--- config.mk ---
export PLATFORM = sky130hd
export DESIGN_NAME = input_conditioner
export DESIGN_NICKNAME = d
export VERILOG_FILES = /design/src/rtl/input_cond_pkg.sv /design/src/rtl/debounce_bit.sv /design/src/rtl/input_conditioner.sv
export SDC_FILE = /design/constraint.sdc
export NUM_CORES = 1
export LEC_CHECK = 0
export BUFFER_PORTS_ARGS = -buffer_cell sky130_fd_sc_hd__buf_2
export CORE_MARGIN = 5
export CORE_UTILIZATION = 40
export CTS_CLUSTER_SIZE = 8
export DETAILED_ROUTE_END_ITERATION = 12
export PLACE_DENSITY = 0.6
export SYNTH_ARGS = -nofsm -noshare
export SYNTH_HDL_FRONTEND = slang
export SYNTH_HIERARCHICAL = 1
export SYNTH_SLANG_ARGS = --single-unit
export TNS_END_PERCENT = 10
--- constraint.sdc ---
create_clock -name clk -period 1.3 [get_ports clk]
set_input_delay 0.065 -clock clk [delete_from_list [all_inputs] [get_ports clk]]
set_output_delay 0.065 -clock clk [all_outputs]
set_load 0.02 [all_outputs]
--- src/rtl/input_cond_pkg.sv ---
// Shared types and sizing for the switch input conditioner.
package input_cond_pkg;

  typedef enum logic {DB_IDLE, DB_CHECK} db_state_t;

  localparam int N_INPUTS = 3;

endpackage

--- src/rtl/debounce_bit.sv ---
// One switch lane: 2-FF synchroniser followed by a persistence-checking debounce FSM.
//
// state    | meaning
// ---------+-----------------------------------------------------------
// DB_IDLE  | synchronised input matches level, cnt held at 0
// DB_CHECK | input differs from level, cnt counts persistence cycles
module debounce_bit
  import input_cond_pkg::*;
#(
  parameter int CNT_MAX = 4
) (
  input  logic clk,
  input  logic rst,
  input  logic raw,
  output logic level,
  output logic update
);

  localparam int CW = (CNT_MAX > 1) ? $clog2(CNT_MAX) : 1;
  localparam logic [CW-1:0] CNT_LAST = CW'(CNT_MAX - 1);

  logic          s1;
  logic          s2;
  db_state_t     state;
  logic [CW-1:0] cnt;

  // Acceptance is decoded combinationally so the top can register the strobe
  // on the same edge that moves level.
  assign update = (state == DB_CHECK) && (s2 != level) && (cnt == CNT_LAST);

  always_ff @(posedge clk or posedge rst) begin
    if (rst) begin
      s1    <= 1'b0;
      s2    <= 1'b0;
      level <= 1'b0;
      state <= DB_IDLE;
      cnt   <= '0;
    end else begin
      s1 <= raw;
      s2 <= s1;
      case (state)
        DB_IDLE: begin
          cnt <= '0;
          if (s2 != level) state <= DB_CHECK;
        end
        DB_CHECK: begin
          if (s2 == level) begin
            state <= DB_IDLE;
            cnt   <= '0;
          end else if (cnt == CNT_LAST) begin
            level <= s2;
            state <= DB_IDLE;
            cnt   <= '0;
          end else begin
            cnt <= cnt + 1'b1;
          end
        end
        default: begin
          state <= DB_IDLE;
          cnt   <= '0;
        end
      endcase
    end
  end

endmodule

--- src/rtl/input_conditioner.sv ---
// Conditions three raw switches into debounced levels plus a registered change strobe and mask.
module input_conditioner
  import input_cond_pkg::*;
#(
  parameter int CNT_MAX = 4
) (
  input  logic       clk,
  input  logic       rst,
  input  logic       sw0,
  input  logic       sw1,
  input  logic       sw2,
  output logic       x0,
  output logic       x1,
  output logic       x2,
  output logic       changed,
  output logic [2:0] changed_mask
);

  logic [N_INPUTS-1:0] raw;
  logic [N_INPUTS-1:0] level;
  logic [N_INPUTS-1:0] update;

  assign raw = {sw2, sw1, sw0};

  for (genvar i = 0; i < N_INPUTS; i++) begin : g_lane
    debounce_bit #(.CNT_MAX(CNT_MAX)) u_db (
      .clk    (clk),
      .rst    (rst),
      .raw    (raw[i]),
      .level  (level[i]),
      .update (update[i])
    );
  end

  always_ff @(posedge clk or posedge rst) begin
    if (rst) begin
      changed      <= 1'b0;
      changed_mask <= '0;
    end else begin
      changed      <= |update;
      changed_mask <= update;
    end
  end

  assign x0 = level[0];
  assign x1 = level[1];
  assign x2 = level[2];

endmodule

==> summary.md, run 1 <==
| Metric | Value |
|---|---|
| Layout area overhead | 30.0% |
| Core ar. | 1900 µm² |
| Clk pwr share | 19.2% |
| Total of warnings raised by yosys | 6 |
| Fill count | 167 |
| Clk slew on worst S/H paths | 0.11 ns |
| Register area | 551 µm² |
| Worst skew pair latency | 0.30 ns |
| Crit start category | flop |
| Finish-stage setup viols | 0 |
| Max stage delay on crit path | 0.41 ns |
| Initial antenna violation count | 0 |
| Clock Path Buffers | 2 |
| Post-synth net total | 62 |
| TritonRoute pass-1 iters | 2 |
| Dpl hpwl | 862 µm |
| Leak Pwr | 0.531 nW |
| Total internal power | 1.30 mW |
| Site Rows | 16 |
| Switching share of power | 28.8% |
| Max cap viols | 0 |
| Worst Clk Skew | 0.00862 ns |
| Routed Antenna Nets | 0 |
| CTS tree | done |
| Post-synthesis sequential area ratio | 71.1% |
| Sequential share of power | 52.6% |
| Flop2flop setup slack | 0.07 ns |
| Die area | 2920 µm² |
| Unrepaired setup endpoints after global routing | no |
| CP endpoint kind | flop |
| GPL Wtd Cong | 0.777 |
| RR Startpoint | g_lane[0].u_db/cnt[0] |
| Tot Pwr | 1.83 mW |
| # H-tree levels | 1 |
| Cells along the critical path | ha_1 -> nand2_1 -> nor2_1 -> or3_1 |
| DR iter-0 viols | 1 |
| Area of the multi-input gates | 224 µm² |
| Post-Syn Area | 774 µm² |
| Worst hold slack | 0.194 ns |
| Vias per cell | 4.19 |
| Comb pwr share | 28.2% |
| Net Sw Power | 0.528 mW |
| Maximum VDD drop | 1.16 mV |
| Max Freq | 810 MHz |
| Bufs and invs on worst path | 0 |
| TNS Setup | 0 ns |
| DRC Markers | 0 |
| Mapped Cells | 54 |
| Die span in x | 54 µm |
| Proportion of layout cells with a drive suffix above 1 | 37.5% |
| Number of port buffers | 11 |
| Sink Count | 22 |
| Synthesized area per cell | 14.3 µm² |
| Layout Cells excl Fill | 107 |
| CP max stage cell | dfrtp_1 |
| First-pass GRT wire length | 1910 µm |
| Hold Crit Class | primary input to async pin |
| Headroom to the max-slew limit | 84.9% |
| Grt ovf | 0 |
| Slew Limit Fails | 0 |
| Critical path required time | 1.49 ns |
| Fin. Hold Viols | 0 |
| Post-CTS sizing | 0 |
| Setup Crit Path Kind | flop to flop |
| Actual slew at the worst max-slew pin | 0.226 ns |
| Cells after DPL | 96 |
| Tot GR Track Use | 9.84% |
| Routed wire per std cell | 9.83 µm |
| Max Fanout on Critical Path | 2 |
| Number of synthesized register bits | 22 |
| RR Endpoint | changed |
| Via count | 448 |
| Layout Nets | 89 |
| Final min period | 1.23 ns |
| Die Ht | 54 µm |
| Run status | complete, no violations |
| WL final | 1050 µm |
| Largest net degree at the start of global routing | 13 |
| Delay-heaviest family, CP | simple AND/OR/NAND/NOR gates |
| Worst Path Arrival | 1.42 ns |
| Initial core utilization | 40.7% |
| Register-to-Register Path Depth | 4 |
| # diodes | 0 |
| Pwr dens | 1820 nW/µm² |
| IO Count | 12 |
| Fin crit share | 95.0% |
| Vias in the first global route | 445 |
| Num CTS Buffers | 3 |
| CTS root buf | clkbuf_4 |
| Post-synthesis cell type count | 10 |
==> tightest hold or removal path: stages <==
cell	delay, ns
dlygate4sd3_1	0.52
buf_2	0.14
inv_1	0.13
==> logic make-up after synthesis <==
family | share of synthesized area [%]
flops | 71.1
simple gates | 12.4
buf+inv | 1.94
compound gates | 1.94
xor+xnor | 3.39
mux | 4.36
fa+ha+maj | 4.85
==> area by class of cell <==
| type | instances | area share (%) |
|---|---|---|
| Clock buffer | 4 | 3.60 |
| Inverter | 4 | 1.49 |
| Multi-Input combinational cell | 28 | 22.2 |
| Sequential cell | 22 | 54.7 |
| Tap cell | 27 | 3.35 |
| Timing Repair Buffer | 22 | 14.7 |
==> layout by cell type (no fill, tap or decap) <==
cell type	n
clkbuf_8	1
nor2_1	6
nor4b_2	3
inv_1	4
nand2_1	6
buf_4	7
buf_2	11
a21oi_1	3
ha_1	3
clkbuf_4	3
xnor2_1	1
dlygate4sd3_1	4
xnor2_2	2
dfrtp_1	22
mux2_2	3
or3_1	1
==> per-stage QoR <==
stage               worst slack (ns)  utilization (%)  cell area (µm²)
floorplan                     0.0171                -              790
global placement              0.0375             47.8              908
detailed placement            0.0366             47.8              908
CTS                           0.0298             51.8              985
global route                  0.0107             53.0             1010
finish                        0.0653             53.0             1010
==> power groups by stage <==
stage               combinational [mW]  clock [mW]  sequential [mW]
floorplan                        0.262           0             1.01
global placement                 0.450           0            0.976
detailed placement               0.457           0            0.985
CTS                              0.469       0.382            0.969
global route                     0.576       0.405            0.983
finish                           0.516       0.351            0.964
==> repair_timing <==
item                                    CTS  global route
endpoints found under the setup margin    0             1
endpoints found under the hold margin    25             0
setup buffers                             0             3
hold buffers                              4             0
==> per-layer routing <==
metal / up-vias / wire length [µm] / part of all wire, % / track usage, %
met2: 9 / 506 / 48 / 14.1
met3: 4 / 51 / 4.8 / 3.32
li1: 229 / - / - / -
met5: - / 0 / 0 / 0
met4: 0 / 34 / 3.2 / 8.71
met1: 206 / 460 / 44 / 11.6
==> worst max-delay path by stage <==
stage / start / to / slack [ns] / cells past startpoint
floorplan: g_lane[2].u_db/level / changed / 0.02 / 3
global placement: g_lane[1].u_db/level / changed / 0.04 / 3
global route: g_lane[0].u_db/cnt[0] / changed / 0.01 / 4
detailed placement: g_lane[1].u_db/level / changed / 0.04 / 3
CTS: g_lane[1].u_db/level / changed / 0.03 / 3
finish: g_lane[0].u_db/cnt[0] / changed / 0.07 / 4
==> cells in the mapped netlist, drive strengths merged <==
cell type	count	area (µm²)
nor4b	3	45.0
inv	4	15.0
ha	3	37.5
dfrtp	22	551
or3	1	6.26
mux2	3	33.8
xnor2	3	26.3
nand2	6	22.5
a21oi	3	15.0
nor2	6	22.5
==> sequential cells by signal, summed over array words and instances, names as in the netlist <==
| signal | flops |
|---|---|
| changed | 1 |
| changed_mask | 3 |
| g_lane.u_db/cnt | 6 |
| g_lane.u_db/level | 3 |
| g_lane.u_db/s1 | 3 |
| g_lane.u_db/s2 | 3 |
| g_lane.u_db/state | 3 |
No activity file was read; power rests on OpenSTA's default activity.
==> run 2: changes to the inputs <==
--- a/config.mk
+++ b/config.mk
@@ -5,12 +5,13 @@
 export SDC_FILE = /design/constraint.sdc
 export NUM_CORES = 1
 export LEC_CHECK = 0
+export ABC_AREA = 1
 export BUFFER_PORTS_ARGS = -buffer_cell sky130_fd_sc_hd__buf_2
 export CORE_MARGIN = 5
 export CORE_UTILIZATION = 40
-export CTS_CLUSTER_SIZE = 8
+export CTS_CLUSTER_SIZE = 12
 export DETAILED_ROUTE_END_ITERATION = 12
-export PLACE_DENSITY = 0.6
+export PLACE_DENSITY = 0.59
 export SYNTH_ARGS = -nofsm -noshare
 export SYNTH_HDL_FRONTEND = slang
 export SYNTH_HIERARCHICAL = 1
==> summary.md, run 2 <==
| Metric | Value |
|---|---|
| Max cap viols | 0 (unchanged) |
| Commonest cells after routing, fill and taps aside | 22 x dfrtp_1, 17 x inv_1, 13 x nor2_1, 13 x nand2_1, 11 x buf_2 (was 22 x dfrtp_1, 11 x buf_2, 7 x buf_4) |
| Post-synthesis cell type count | 9 (was 10) |
| Max stage delay on crit path | 0.40 ns (was 0.41 ns) |
| Worst Clk Skew | 0.00680 ns (was 0.00862 ns) |
| CP endpoint kind | flop (unchanged) |
| Synth Flop Type | dfrtp_1 (unchanged) |
| RR Startpoint | g_lane[1].u_db/cnt[0] (was g_lane[0].u_db/cnt[0]) |
| Pwr dens | 1800 nW/µm² (was 1820 nW/µm²) |
| # H-tree levels | 1 (unchanged) |
| Setup Crit Path Kind | flop to flop (unchanged) |
| Final min period | 1.04 ns (was 1.23 ns) |
| Num CTS Buffers | 3 (unchanged) |
| Flip-flop count of the largest register after layout | 6 (unchanged) |
| Site Rows | 16 (unchanged) |
| Most common cell after layout, fill and taps aside | dfrtp_1 (unchanged) |
| Synthesized area per cell | 10.4 µm² (was 14.3 µm²) |
| Critical path required time | 1.51 ns (was 1.49 ns) |
| Largest family of logic cells by synthesized area | simple AND/OR/NAND/NOR gates (unchanged) |
| Post-synthesis sequential area ratio | 66.2% (was 71.1%) |
| Leak Pwr | 0.585 nW (was 0.531 nW) |
| Die span in x | 55.6 µm (was 54 µm) |
| Crit start category | flop (unchanged) |
| Headroom to the max-slew limit | 84.6% (was 84.9%) |
| Compound-gate portion of the synthesized area | 1.80% (was 1.94%) |
| Die Ht | 55.6 µm (was 54 µm) |
| Share of the synthesized area in the top cell type | 66.2% (was 71.1%) |
| Initial antenna violation count | 0 (unchanged) |
| Total of warnings raised by yosys | 6 (unchanged) |
| Adder-Cell Fraction of Synth Area | 4.51% (was 4.85%) |
| Largest net degree at the start of global routing | 14 (was 13) |
| Unrepaired setup endpoints after global routing | no (unchanged) |
| Grt ovf | 0 (unchanged) |
| Area leader, netlist | dfrtp_1 (unchanged) |
| Hold Crit Class | primary input to async pin (unchanged) |
| Largest register by flop count | g_lane.u_db/cnt (unchanged) |
| Synth area leaders | dfrtp_1 66%, inv_1 7.7%, nand2_1 5.9% (was dfrtp_1 71%, nor4b_2 5.8%, ha_1 4.8%) |
| Slew Limit Fails | 0 (unchanged) |
| Core ar. | 1980 µm² (was 1900 µm²) |
| Max Freq | 960 MHz (was 810 MHz) |
| Proportion of layout cells with a drive suffix above 1 | 21.2% (was 37.5%) |
| # diodes | 0 (unchanged) |
| Worst skew pair latency | 0.31 ns (was 0.30 ns) |
| First-pass GRT wire length | 1970 µm (was 1910 µm) |
| Clock Path Buffers | 2 (unchanged) |
| Post-synth EDFFs | 0 (unchanged) |
| Layout Nets | 108 (was 89) |
| Fin. Hold Viols | 0 (unchanged) |
| # Post-CTS Setup Buffers | 0 (unchanged) |
| Actual slew at the worst max-slew pin | 0.231 ns (was 0.226 ns) |
| Sink Count | 22 (unchanged) |
| Tot GR Track Use | 8.31% (was 9.84%) |
| Vias in the first global route | 477 (was 445) |
| Synth top cells by count | 22 x dfrtp_1, 17 x inv_1, 13 x nand2_1, 13 x nor2_1 (was 22 x dfrtp_1, 6 x nand2_1, 6 x nor2_1, 4 x inv_1) |
| Run status | complete, no violations (unchanged) |
| IO Count | 12 (unchanged) |
| Fin crit share | 80.1% (was 95.0%) |
| Number of synthesized register bits | 22 (unchanged) |
| Post-synth net total | 88 (was 62) |
| TritonRoute pass-1 iters | 2 (unchanged) |
| Via count | 504 (was 448) |
| TNS Setup | 0 ns (unchanged) |
| Cells along the critical path | ha_1 -> nand2_1 -> nor2_1 -> nor2_1 -> nand2_1 (was ha_1 -> nand2_1 -> nor2_1 -> or3_1) |
| Die area | 3090 µm² (was 2920 µm²) |
| Finish-stage setup viols | 0 (unchanged) |
| Delay-heaviest family, CP | flip-flops (was simple AND/OR/NAND/NOR gates) |
| Routed Antenna Nets | 0 (unchanged) |
| WL final | 1100 µm (was 1050 µm) |
| DRC Markers | 0 (unchanged) |
| CTS tree | done (unchanged) |
| Synth Area in XOR/XNOR | 0% (was 3.39%) |
| Routed wire per std cell | 8.76 µm (was 9.83 µm) |
| Flop2flop setup slack | 0.26 ns (was 0.07 ns) |
| Clk slew on worst S/H paths | 0.12 ns (was 0.11 ns) |
| CTS root buf | clkbuf_4 (unchanged) |
| Post-synthesis simple-gate area fraction | 19.8% (was 12.4%) |
| Post-Syn Area | 832 µm² (was 774 µm²) |
| Most common cell in the netlist | dfrtp_1 (unchanged) |
| DR iter-0 viols | 3 (was 1) |
| Initial core utilization | 42.0% (was 40.7%) |
| Async S/R FF share, synth | 100% (unchanged) |
| Worst Path Arrival | 1.25 ns (was 1.42 ns) |
| CP max stage cell | dfrtp_1 (unchanged) |
| Maximum VDD drop | 1.06 mV (was 1.16 mV) |
| Number of port buffers | 11 (unchanged) |
| Vias per cell | 4.00 (was 4.19) |
| GPL Wtd Cong | 0.790 (was 0.777) |
| Bufs and invs on worst path | 0 (unchanged) |
| Register-to-Register Path Depth | 5 (was 4) |
| Mapped Cells | 80 (was 54) |
| Max Fanout on Critical Path | 4 (was 2) |
| RR Endpoint | changed (unchanged) |
| Dpl hpwl | 884 µm (was 862 µm) |
| Worst hold slack | 0.202 ns (was 0.194 ns) |
| Mux cell area share after synthesis | 0% (was 4.36%) |
| Fill count | 184 (was 167) |
| Layout area overhead | 21.8% (was 30.0%) |
-- run 2: worst register-to-register path: cells and delay by family (launching register included) --
kind,cells,cell delay [ns]
AND/OR/NAND/NOR,4,0.34
flip-flops,1,0.40
adder cells (fa/ha/maj),1,0.20
-- run 2: worst max path at each step --
stage,from,to,slack [ns],cells after the start
floorplan,g_lane[1].u_db/level,changed,0.34,5
global placement,g_lane[1].u_db/cnt[0],changed,0.28,5
detailed placement,g_lane[1].u_db/cnt[0],changed,0.28,5
CTS,g_lane[1].u_db/cnt[0],changed,0.25,5
global route,g_lane[1].u_db/cnt[0],changed,0.12,5
finish,g_lane[1].u_db/cnt[0],changed,0.26,5
-- run 2: power by group --
group	switching (mW)	total, mW	leakage, nW	internal [mW]
Clock	0.200	0.512	0.0279	0.312
Combinational	0.243	0.404	0.276	0.161
Sequential	0.0861	0.911	0.281	0.825
Total	0.530	1.83	0.585	1.30
-- run 2: cell families after synthesis --
logic type | Yosys count
AO/OA/AOI/OAI | 3
adder cells (fa/ha/maj) | 3
buffers and inverters | 17
flip-flops | 22
AND/OR/NAND/NOR | 35
-- run 2: layout make-up --
type                       count  area [µm²]  share of cell area [%]
clock buffer                   3        22.5                    2.22
clock inverter                 1        30.0                    2.96
inverter                      17        63.8                    6.30
multi-input combinational     41         218                    21.5
sequential                    22         551                    54.3
tap                           27        33.8                    3.33
timing repair buffer          15        95.1                    9.38
-- run 2: stage by stage --
stage          utilization (%)  setup WS (ns)  cell area [µm²]  power [mW]  instances
6_report                  51.1          0.258             1010        1.83        126
3_5_place_dp              46.5          0.282              921        1.33        118
4_1_cts                   51.1          0.247             1010        1.86        126
5_1_grt                   51.1          0.120             1010        1.95        126
2_1_floorplan                -          0.339              832        1.22         80
3_3_place_gp              46.5          0.283              921        1.32        118
-- run 2: layer usage --
layer	up-vias	GRT usage [%]	share of wire (%)
met5	-	0	0
met2	10	12.5	47
li1	273	-	-
met4	0	2.08	0
met3	0	4.87	6.3
met1	221	10.2	47
-- run 2: timing repair --
action / CTS / global route
hold endpoints to repair: 25 / 0
setup endpoints to repair: 0 / 0
resized for setup: 0 / 0
hold buffers: 4 / 0
==> run 3: changes to the inputs <==
--- a/config.mk
+++ b/config.mk
@@ -11,7 +11,7 @@
 export CORE_UTILIZATION = 40
 export CTS_CLUSTER_SIZE = 12
 export DETAILED_ROUTE_END_ITERATION = 12
-export PLACE_DENSITY = 0.59
+export PLACE_DENSITY = 0.57
 export SYNTH_ARGS = -nofsm -noshare
 export SYNTH_HDL_FRONTEND = slang
 export SYNTH_HIERARCHICAL = 1
==> constraint.sdc (replaced) <==
create_clock -name clk -period 1.05 [get_ports clk]
set_input_delay 0.0525 -clock clk [delete_from_list [all_inputs] [get_ports clk]]
set_output_delay 0.0525 -clock clk [all_outputs]
set_load 0.02 [all_outputs]
==> summary.md, run 3 (same netlist as run 2, synthesis figures left out) <==
| Metric | Value |
|---|---|
| Vias per cell | 4.13 (was 4.00) |
| Routed Antenna Nets | 0 (unchanged) |
| Clk slew on worst S/H paths | 0.11 ns (was 0.12 ns) |
| Finish-stage setup viols | 0 (unchanged) |
| Max Fanout on Critical Path | 4 (unchanged) |
| Fill count | 178 (was 184) |
| Layout Cells excl Fill | 128 (was 126) |
| Initial core utilization | 42.0% (unchanged) |
| Die Ht | 55.6 µm (unchanged) |
| CTS root buf | clkbuf_4 (unchanged) |
| GPL Wtd Cong | 0.767 (was 0.790) |
| Sink Count | 22 (unchanged) |
| Clock Path Buffers | 2 (unchanged) |
| DR iter-0 viols | 4 (was 3) |
| CP endpoint kind | flop (unchanged) |
| Vias in the first global route | 522 (was 477) |
| Worst Clk Skew | 0.00563 ns (was 0.00680 ns) |
| Crit start category | flop (unchanged) |
| Site Rows | 16 (unchanged) |
| Bufs and invs on worst path | 0 (unchanged) |
| Layout Nets | 110 (was 108) |
| # diodes | 0 (unchanged) |
| Initial antenna violation count | 0 (unchanged) |
| Commonest cells after routing, fill and taps aside | 22 x dfrtp_1, 17 x inv_1, 13 x nor2_1 (was 22 x dfrtp_1, 17 x inv_1, 13 x nor2_1, 13 x nand2_1, 11 x buf_2) |
| Num CTS Buffers | 3 (unchanged) |
| Max Freq | 1010 MHz (was 960 MHz) |
| IO Count | 12 (unchanged) |
| Slew Limit Fails | 0 (unchanged) |
| Proportion of layout cells with a drive suffix above 1 | 27.7% (was 21.2%) |
| Worst skew pair latency | 0.30 ns (was 0.31 ns) |
| Max cap viols | 0 (unchanged) |
| Fin. Hold Viols | 0 (unchanged) |
| Pwr dens | 2050 nW/µm² (was 1800 nW/µm²) |
| Grt ovf | 0 (unchanged) |
| Flip-flop count of the largest register after layout | 6 (unchanged) |
| Routed wire per std cell | 9.52 µm (was 8.76 µm) |
| Register area | 551 µm² (unchanged) |
| Final core utilization | 51.7% (was 51.1%) |
| CP max stage cell | dfrtp_1 (unchanged) |
| Core ar. | 1980 µm² (unchanged) |
| Layout area overhead | 23.2% (was 21.8%) |
| # H-tree levels | 1 (unchanged) |
| Largest net degree at the start of global routing | 13 (was 14) |
| Via count | 529 (was 504) |
| Largest register by flop count | g_lane.u_db/cnt (unchanged) |
| Fin worst setup slack | 0.0620 ns (was 0.258 ns) |
| Area of the multi-input gates | 230 µm² (was 218 µm²) |
| TritonRoute pass-1 iters | 3 (was 2) |
| CTS tree | done (unchanged) |
| Headroom to the max-slew limit | 84.9% (was 84.6%) |
| Most common cell after layout, fill and taps aside | dfrtp_1 (unchanged) |
| Run status | complete, no violations (unchanged) |
| Setup Crit Path Kind | flop to flop (unchanged) |
| DRC Markers | 0 (unchanged) |
| Leak Pwr | 0.579 nW (was 0.585 nW) |
| Worst hold slack | 0.199 ns (was 0.202 ns) |
| Fin crit share | 94.1% (was 80.1%) |
| Critical path required time | 1.25 ns (was 1.51 ns) |
| Dpl hpwl | 948 µm (was 884 µm) |
| First-pass GRT wire length | 2150 µm (was 1970 µm) |
| Maximum VDD drop | 1.18 mV (was 1.06 mV) |
| Cells along the critical path | ha_2 -> nand2_2 -> nor2_1 -> nor2_1 -> nand2_1 (was ha_1 -> nand2_1 -> nor2_1 -> nor2_1 -> nand2_1) |
| Number of port buffers | 11 (unchanged) |
| WL final | 1220 µm (was 1100 µm) |
| Die span in x | 55.6 µm (unchanged) |
| Actual slew at the worst max-slew pin | 0.224 ns (was 0.231 ns) |
| Cells after DPL | 119 (was 118) |
| Worst Path Arrival | 1.19 ns (was 1.25 ns) |
| Tot GR Track Use | 9.04% (was 8.31%) |
| Crit path top cell by count | nor2_1 |
| Delay-heaviest family, CP | flip-flops (unchanged) |
| Pre-CTS setup slack | 0.0324 ns (was 0.282 ns) |
| Die area | 3090 µm² (unchanged) |
| Hold Crit Class | primary input to async pin (unchanged) |
| Final min period | 0.988 ns (was 1.04 ns) |
| Max stage delay on crit path | 0.39 ns (was 0.40 ns) |
[run 3: changes by cell type in the layout (fill, tap and decap cells not counted), sizes merged]
cell,change
buf,+2
clkbuf,+1
bufinv,-1
[run 3: layout make-up]
type / instances / share of cell area, %
Sequential cell: 22 / 53.7
Tap cell: 27 / 3.30
Timing Repair Buffer: 17 / 10.7
Clock buffer: 4 / 3.54
Inverter: 17 / 6.23
Multi-Input combinational cell: 41 / 22.5
[run 3: stage by stage]
step | area [µm²] | power [mW] | TNS (ns)
3_5_place_dp | 928 | 1.66 | 0
5_1_grt | 1020 | 2.29 | -0.0121
6_report | 1020 | 2.10 | 0
4_1_cts | 1000 | 2.13 | 0
3_3_place_gp | 928 | 1.64 | 0
2_1_floorplan | 832 | 1.51 | 0
[run 3: worst paths after layout]
check / start / depth (start not counted) / slack, ns / end
min in group clk: g_lane[1].u_db/s1 / 0 / 0.36 / g_lane[1].u_db/s2
max reg2reg: g_lane[0].u_db/cnt[0] / 5 / 0.06 / changed
min: rst / 3 / 0.20 / changed_mask[2]
min reg2reg: g_lane[1].u_db/s1 / 0 / 0.36 / g_lane[1].u_db/s2
max: g_lane[0].u_db/cnt[0] / 5 / 0.06 / changed
max in group asynchronous: rst / 3 / 0.63 / g_lane[0].u_db/level
[run 3: power by group]
part	switching (mW)	internal (mW)	total (mW)	leakage (nW)
sequential	0.112	1.02	1.13	0.281
combinational	0.315	0.212	0.527	0.277
clock	0.233	0.211	0.444	0.0210
total	0.659	1.45	2.10	0.579
[run 3: worst min-delay path: stages]
cell	delay [ns]
dlygate4sd3_1	0.53
buf_2	0.14
inv_1	0.13
[run 3: timing repair]
| action | 4_1_cts | 5_1_grt |
|---|---|---|
| endpoints found under the setup margin | 0 | 4 |
| gates resized for setup | 0 | 5 |
| buffers inserted | 0 | 1 |
| hold endpoints to repair | 25 | 0 |
| hold buffers | 4 | 0 |
[run 3: routing by layer]
layer / part of all wire (%) / GRT usage, %
met1: 44 / 10.6
met2: 47 / 13.7
met3: 6.6 / 4.64
met4: 2.3 / 4.17
met5: 0 / 0
